## src/rtl/bus_arbiter_2_pkg.sv

```systemverilog
// Shared definitions for the two-master bus arbiter: FSM state encoding,
// the error read-data constant and the request bundle carried on each port.
package bus_arbiter_2_pkg;

    // Arbiter FSM states.
    typedef enum logic [1:0] {
        IDLE   = 2'd0,
        GRANT0 = 2'd1,
        GRANT1 = 2'd2
    } arb_state_t;

    // Read data handed back when the watchdog terminates a transaction.
    localparam logic [31:0] BUS_ERR_DATA = 32'hDEAD_BEEF;

    // One request bundle: what a master presents and what the host port carries.
    typedef struct packed {
        logic [31:0] address;
        logic [31:0] data_write;
        logic [3:0]  write_mask;
        logic        ren;
        logic        wen;
    } bus_req_t;

    localparam bus_req_t BUS_REQ_NONE = '{
        address:    32'h0000_0000,
        data_write: 32'h0000_0000,
        write_mask: 4'b0000,
        ren:        1'b0,
        wen:        1'b0
    };

    // Round-robin pick: a lone requester wins, on contention the master
    // that was not served last wins.
    function automatic arb_state_t arbitrate(input logic req0,
                                             input logic req1,
                                             input logic last);
        arb_state_t pick;
        if (req0 && req1) begin
            pick = (last == 1'b1) ? GRANT0 : GRANT1;
        end else if (req0) begin
            pick = GRANT0;
        end else if (req1) begin
            pick = GRANT1;
        end else begin
            pick = IDLE;
        end
        return pick;
    endfunction

endpackage

```

## src/rtl/bus_watchdog.sv

```systemverilog
// Saturating cycle counter for the arbiter watchdog. clr has priority over
// en; expire is high while the count sits at TIMEOUT-1, i.e. in the
// TIMEOUT-th enabled cycle after a clear.
module bus_watchdog
    import bus_arbiter_2_pkg::*;
#(
    parameter int TIMEOUT = 64
) (
    input  logic clk,
    input  logic rst,
    input  logic clr,
    input  logic en,
    output logic expire
);

    localparam int CW = $clog2(TIMEOUT + 1);
    localparam logic [CW-1:0] LIMIT = CW'(TIMEOUT - 1);
    localparam logic [CW-1:0] SAT   = CW'(TIMEOUT);
    localparam logic [CW-1:0] ONE   = CW'(1);
    localparam logic [CW-1:0] ZERO  = CW'(0);

    logic [CW-1:0] count_q;
    logic [CW-1:0] count_d;

    // Next count: clear, count up to the saturation value, or hold.
    always_comb begin
        count_d = count_q;
        if (clr) begin
            count_d = ZERO;
        end else if (en && (count_q != SAT)) begin
            count_d = count_q + ONE;
        end else begin
            count_d = count_q;
        end
    end

    // Counter register.
    always_ff @(posedge clk or posedge rst) begin
        if (rst) begin
            count_q <= ZERO;
        end else begin
            count_q <= count_d;
        end
    end

    // Expiry flag decoded straight from the count.
    always_comb begin
        expire = (count_q == LIMIT);
    end

endmodule

```

## src/rtl/bus_arbiter_2.sv

```systemverilog
// Two-master round-robin arbiter in front of the bus hub host port.
// m0 is instruction fetch, m1 is load/store. A grant lasts one transaction;
// ready from the hub is passed combinationally to the granted master, and a
// watchdog forces an error completion when no device answers.
module bus_arbiter_2
    import bus_arbiter_2_pkg::*;
#(
    parameter int          TIMEOUT  = 64,
    parameter logic [31:0] ERR_DATA = BUS_ERR_DATA
) (
    input  logic        clk,
    input  logic        rst,
    input  logic [31:0] m0_address,
    input  logic [31:0] m0_data_write,
    input  logic [3:0]  m0_write_mask,
    input  logic        m0_ren,
    input  logic        m0_wen,
    output logic [31:0] m0_data_read,
    output logic        m0_ready,
    input  logic [31:0] m1_address,
    input  logic [31:0] m1_data_write,
    input  logic [3:0]  m1_write_mask,
    input  logic        m1_ren,
    input  logic        m1_wen,
    output logic [31:0] m1_data_read,
    output logic        m1_ready,
    output logic [31:0] bus_address,
    output logic [31:0] bus_data_write,
    output logic [3:0]  bus_write_mask,
    output logic        bus_ren,
    output logic        bus_wen,
    input  logic [31:0] bus_data_read,
    input  logic        bus_ready,
    output logic        timeout_err
);

    arb_state_t state_q;
    arb_state_t state_d;
    logic       last_q;
    logic       last_d;

    bus_req_t   m0_req_s;
    bus_req_t   m1_req_s;
    bus_req_t   gnt_req_s;
    logic       req0_s;
    logic       req1_s;
    logic       granted_s;
    logic       gnt_id_s;
    logic       gnt_active_s;
    logic       done_real_s;
    logic       to_fire_s;
    logic       complete_s;
    logic       wd_expire_s;
    logic       wd_en_s;
    logic       wd_clr_s;

    // Bundle master inputs and select the one owning the host port.
    always_comb begin
        m0_req_s = '{address: m0_address, data_write: m0_data_write,
                     write_mask: m0_write_mask, ren: m0_ren, wen: m0_wen};
        m1_req_s = '{address: m1_address, data_write: m1_data_write,
                     write_mask: m1_write_mask, ren: m1_ren, wen: m1_wen};
        req0_s   = m0_ren | m0_wen;
        req1_s   = m1_ren | m1_wen;
        granted_s = 1'b0;
        gnt_id_s  = 1'b0;
        gnt_req_s = BUS_REQ_NONE;
        case (state_q)
            GRANT0: begin
                granted_s = 1'b1;
                gnt_id_s  = 1'b0;
                gnt_req_s = m0_req_s;
            end
            GRANT1: begin
                granted_s = 1'b1;
                gnt_id_s  = 1'b1;
                gnt_req_s = m1_req_s;
            end
            default: begin
                granted_s = 1'b0;
                gnt_id_s  = 1'b0;
                gnt_req_s = BUS_REQ_NONE;
            end
        endcase
    end

    // Completion decode; a real hub ready always beats a watchdog expiry.
    always_comb begin
        gnt_active_s = granted_s & (gnt_req_s.ren | gnt_req_s.wen);
        done_real_s  = gnt_active_s & bus_ready;
        to_fire_s    = gnt_active_s & ~bus_ready & wd_expire_s;
        complete_s   = done_real_s | to_fire_s;
        wd_en_s      = gnt_active_s & ~complete_s;
        wd_clr_s     = ~wd_en_s;
    end

    // Watchdog counts only while a grant is still pending; any other cycle
    // clears it so every new grant starts from zero.
    bus_watchdog #(
        .TIMEOUT (TIMEOUT)
    ) u_watchdog (
        .clk    (clk),
        .rst    (rst),
        .clr    (wd_clr_s),
        .en     (wd_en_s),
        .expire (wd_expire_s)
    );

    // Next-state and round-robin pointer. At a completion edge the finishing
    // master still holds the request it was just served for, so it is masked
    // out of re-arbitration; otherwise it would be granted a second time.
    always_comb begin
        state_d = state_q;
        last_d  = last_q;
        case (state_q)
            IDLE: begin
                state_d = arbitrate(req0_s, req1_s, last_q);
            end
            GRANT0, GRANT1: begin
                if (complete_s) begin
                    last_d  = gnt_id_s;
                    state_d = arbitrate(req0_s & gnt_id_s, req1_s & ~gnt_id_s, gnt_id_s);
                end else if (!gnt_active_s) begin
                    state_d = IDLE;
                end else begin
                    state_d = state_q;
                end
            end
            default: begin
                state_d = IDLE;
            end
        endcase
    end

    // FSM and pointer registers; last resets to 1 so m0 wins first contention.
    always_ff @(posedge clk or posedge rst) begin
        if (rst) begin
            state_q <= IDLE;
            last_q  <= 1'b1;
        end else begin
            state_q <= state_d;
            last_q  <= last_d;
        end
    end

    // Host-port mirror and per-master responses; everything is zero in IDLE,
    // which also covers the asynchronous reset case.
    always_comb begin
        bus_address    = gnt_req_s.address;
        bus_data_write = gnt_req_s.data_write;
        bus_write_mask = gnt_req_s.write_mask;
        bus_ren        = gnt_req_s.ren;
        bus_wen        = gnt_req_s.wen;
        timeout_err    = to_fire_s;
        m0_ready       = 1'b0;
        m0_data_read   = 32'h0000_0000;
        m1_ready       = 1'b0;
        m1_data_read   = 32'h0000_0000;
        if (granted_s && !gnt_id_s) begin
            m0_ready     = complete_s;
            m0_data_read = to_fire_s ? ERR_DATA : bus_data_read;
        end else if (granted_s && gnt_id_s) begin
            m1_ready     = complete_s;
            m1_data_read = to_fire_s ? ERR_DATA : bus_data_read;
        end else begin
            m0_ready     = 1'b0;
            m1_ready     = 1'b0;
        end
    end

endmodule

```

## config.mk

```make
export PLATFORM = sky130hd
export DESIGN_NAME = bus_arbiter_2
export DESIGN_NICKNAME = d
export VERILOG_FILES = /design/src/rtl/bus_arbiter_2_pkg.sv /design/src/rtl/bus_watchdog.sv /design/src/rtl/bus_arbiter_2.sv
export SDC_FILE = /design/constraint.sdc
export NUM_CORES = 1
export LEC_CHECK = 0
export BUFFER_PORTS_ARGS = -buffer_cell sky130_fd_sc_hd__buf_2
export CAP_MARGIN = 20
export CORE_AREA = 2 2 123 125
export CTS_CLUSTER_DIAMETER = 150
export DETAILED_ROUTE_END_ITERATION = 7
export DIE_AREA = 0 0 125 127
export GPL_TIMING_DRIVEN = 1
export SYNTH_ARGS = -nofsm -noshare
export SYNTH_HDL_FRONTEND = slang
export SYNTH_SLANG_ARGS = --single-unit
```

## constraint.sdc

```tcl
create_clock -name clk -period 1.88 [get_ports clk]
set_clock_uncertainty 0.05 [all_clocks]
set_input_delay 0.094 -clock clk [delete_from_list [all_inputs] [get_ports clk]]
set_output_delay 0.094 -clock clk [all_outputs]
set_load 0.02 [all_outputs]
```

==> results.md <==
- The final hold violation count is 0.
- Data arrives at the worst endpoint at 2130 ps.
- The capturing point of the worst reg2reg path is u_watchdog.count_q[2].
- The worst hold path passes through 5 cells.
- The number of global-route vias before repair came to 3844.
- In this run, synthesis inferred 0 flip-flops with an integrated enable.
- The worst path in the final design needs a cycle of 2280 ps, including I/O delays and setup.
- The mean routed wirelength per cell is 17.8 um.
- The initial core utilization is 15.8%.
- At the worst endpoint, the required time is 1740 ps.
- Once detail routing completed, the nets flagged for antenna violations numbered 0.
- In the synthesized netlist the async set-or-reset flop fraction comes to 100%.
- The floorplan die area is 0.0159 mm^2.
- In this run the critical register-to-register path is launched from state_q[0].
- CTS built an H-tree with a depth of 1.
- The kind of end point of the critical path is a primary output.
- The count of state elements after synthesis is 10.
- The first detailed-routing pass took 4 iterations.
- The number of distinct standard cells referenced by the synthesized netlist is 36.
- The global-route wire length before repair is 20700 um.
- From bottom edge to top edge, the die measures 127 um.
- The clock-pin slew of the registers on the worst-case setup and hold paths is 40 ps.
- The number of warnings reported in the yosys synthesis log is 0.
- The transition time at the pin with the least slew margin is 441 ps.
- TritonCTS built the clock tree.
- Setup repair after global routing could not meet its margin everywhere.
- The worst hold-check path type is input port to flip-flop.
- The sum of net half-perimeters after detailed placement is 9200 um.
- The synthesized design spends more area on one cell type than any other, namely sky130_fd_sc_hd__a22oi_1.
- The run finished, with violations left.
- The area of the mapped netlist is 0.00228 mm^2.
- The library cells used most frequently in the layout, excluding fill and tap cells, are 190 x sky130_fd_sc_hd__buf_2, 92 x sky130_fd_sc_hd__buf_4, 69 x sky130_fd_sc_hd__a22oi_2, 69 x sky130_fd_sc_hd__nor2b_1, 65 x sky130_fd_sc_hd__buf_6.
- The number of antenna diodes in the final layout is 0.
- The final critical-path share of the clock period is 121%.
- Measured in cells, the most critical reg-to-reg path has a length of 7.
- The standard-cell row count is 44.
- Buffers placed on the I/O ports in this run total 311.
- Relative to the synthesized area, the layout overhead comes to 181%.
- Yosys attributes the largest share of cell area to sky130_fd_sc_hd__a22oi_1 23%, sky130_fd_sc_hd__nor2b_1 19%, sky130_fd_sc_hd__o21a_1 16%, sky130_fd_sc_hd__dfrtp_1 9.9%, sky130_fd_sc_hd__and3_1 4.9%.
- Among all flip-flop cells after synthesis, the most frequent one is sky130_fd_sc_hd__dfrtp_1.
- The average footprint of a synthesized cell is 7.20 um^2.
- Entering global routing, the biggest net connects 27 pins.
- Across the VDD grid, the largest voltage drop is 0.728 mV.
- The maximum frequency from static timing analysis is 0.439 GHz.
- The critical path launch point type is a flip-flop.
- The number of max-slew violations in the final report is 0.
- The clock reaches the later pin of the worst-skew pair after 240 ps.
- The share of the Yosys chip area taken by registers is 11.0%.
- The total grt overflow is 0.
- For this run, the share of the core covered by cells in the final layout is 44.4%.
- Once placement completed, the tool counted placed cells totaling 813.
- The most common library cell in the layout ignoring fill and taps is sky130_fd_sc_hd__buf_2.
- For this design the top-level I/O count stands at 312.
- The horizontal extent of the die is 125 um.
- Setup violations remaining at the end of the flow were counted as 133.
- Of the cells placed in the final design, the portion with a size suffix greater than 1 is 80.3%.
- In this run the register-to-register setup slack is 220 ps.
- The number of clock buffers added by TritonCTS is 3.
- The setup slack after layout is -399 ps.
- The worst hold path startpoint is m0_wen.
- The routability-driven placement congestion ratio is 0.825.
- The number of antenna violations at the first check in global routing came to 1.
- In this run the biggest area consumer among cell types represents 23.0% of the synthesized area.
- The routed layout has 3939 vias.
- The final reports fail on negative setup slack.
- For this design the static power due to leakage is 2.90 nW.
- After the flow finishes, the layout carries non-filler instances totaling 849.
- The worst relative slew slack is 70.6%.
- The total global routing track utilization is 16.0%.
- The worst-case clock buffer depth is 2.
- The end point of the worst hold path is state_q[0].
- After the first detailed-routing iteration, the DRC count stood at 110.
- The final layout contains routed wiring with a total length of 15100 um.
- Synthesis produced 317 cells.
- In the final design database the tool counted 847 nets.
- The number of maximum-capacitance violations is 0.
- The detail-routed via count per cell is 4.64.
- The core region is 0.0144 mm^2.
- The ratio of total power to cell area is 1330 mW/mm^2.
- In this run the worst path has a maximum fanout of 16.
- When the netlist entered floorplanning its net count stood at 498.
- The root cell of the clock tree is sky130_fd_sc_hd__clkbuf_16.
- The setup path with the least slack is of type flip-flop to primary output.
- The clock net in this run drives a total of 10 sinks.
- The number of remaining DRC errors is 0.
-- area by class of cell --
type	count	area, um^2
fill	1370	8010
timing repair buffer	382	3210
multi-input combinational	261	2590
sequential	10	251
tap	184	230
clock buffer	4	88.8
inverter	8	42.5
-- state kept, by name, summed over array words and instances, names as in the netlist --
register / flops
last_q: 1
state_q: 2
u_watchdog.count_q: 7
-- critical path, cell delays in order (launching register included) --
cell and delay [ps]:
sky130_fd_sc_hd__dfrtp_1 400, sky130_fd_sc_hd__inv_2 120, sky130_fd_sc_hd__ha_4 180, sky130_fd_sc_hd__a22oi_2 60, sky130_fd_sc_hd__a21bo_2 220, sky130_fd_sc_hd__or3_4 380, sky130_fd_sc_hd__buf_8 170, sky130_fd_sc_hd__and3_2 210
sky130_fd_sc_hd__buf_2 150
-- report_power, final --
group / switching [mW] / internal (mW) / leakage, nW
logic: 3.64 / 4.18 / 2.72
registers: 0.0252 / 0.258 / 0.134
clock network: 0.104 / 0.320 / 0.0442
-- how the worst max path moves through the flow --
stage / start / endpoint / slack [ps] / cells after the start
after CTS: state_q[0] / m0_data_read[20] / -400 / 8
final: state_q[0] / m0_data_read[22] / -400 / 8
after global routing: state_q[0] / m0_data_read[4] / -460 / 8
after global placement: state_q[0] / m0_data_read[14] / -240 / 7
after floorplan: state_q[0] / m0_data_read[10] / -230 / 11
after detailed placement: state_q[0] / m0_data_read[20] / -270 / 7
-- cells in the mapped netlist, types with 4 or more instances --
cell	n
sky130_fd_sc_hd__nor2_1	12
sky130_fd_sc_hd__o21a_1	49
sky130_fd_sc_hd__dfrtp_1	9
sky130_fd_sc_hd__ha_1	6
sky130_fd_sc_hd__o21ai_0	6
sky130_fd_sc_hd__inv_1	7
sky130_fd_sc_hd__nor2b_1	71
sky130_fd_sc_hd__clkbuf_1	26
sky130_fd_sc_hd__nand2_1	4
sky130_fd_sc_hd__buf_1	4
sky130_fd_sc_hd__a22oi_1	70
sky130_fd_sc_hd__and3_1	18
-- per-layer routing --
| metal | vias up | global-route usage [%] | wire length (um) |
|---|---|---|---|
| met5 | - | 0 | 0 |
| met4 | 0 | 3.07 | 237 |
| met3 | 25 | 1.97 | 862 |
| met2 | 162 | 29.7 | 8000 |
| met1 | 1889 | 19.9 | 6000 |
| li1 | 1863 | - | - |
-- per-stage QoR --
stage / setup slack [ps] / total power, mW / cell area (um^2) / TNS, ps / hold slack [ps]
final: -399 / 8.52 / 6410 / -33930 / 231
after global placement: -243 / 5.27 / 4600 / -17250 / 66.2
after CTS: -399 / 7.96 / 6020 / -31270 / 228
after floorplan: -233 / 3.67 / 2670 / -9600 / -117
after global routing: -462 / 8.97 / 6410 / -43150 / 257
after detailed placement: -267 / 5.26 / 4600 / -17990 / 65.0
-- cell families (layout without fill, tap and decap cells) --
kind of cell,after synthesis,in the layout,synth area share [%]
flip-flops,10,10,11.0
multiplexers,1,1,0.439
adder cells (fa/ha/maj),6,6,3.29
AND/OR/NAND/NOR,115,115,29.9
AO/OA/AOI/OAI,134,134,43.5
XOR/XNOR,5,5,1.92
buffers and inverters,46,394,9.92
-- repair_timing --
item                                    CTS  global route
hold buffers                              1             0
hold endpoints to repair                  9             0
cloned                                   11             7
pin swaps                                 4            23
endpoints found under the setup margin  147           137
setup buffers                            10             6
resized for setup                       255            54
No activity file was read; power rests on OpenSTA's default activity.
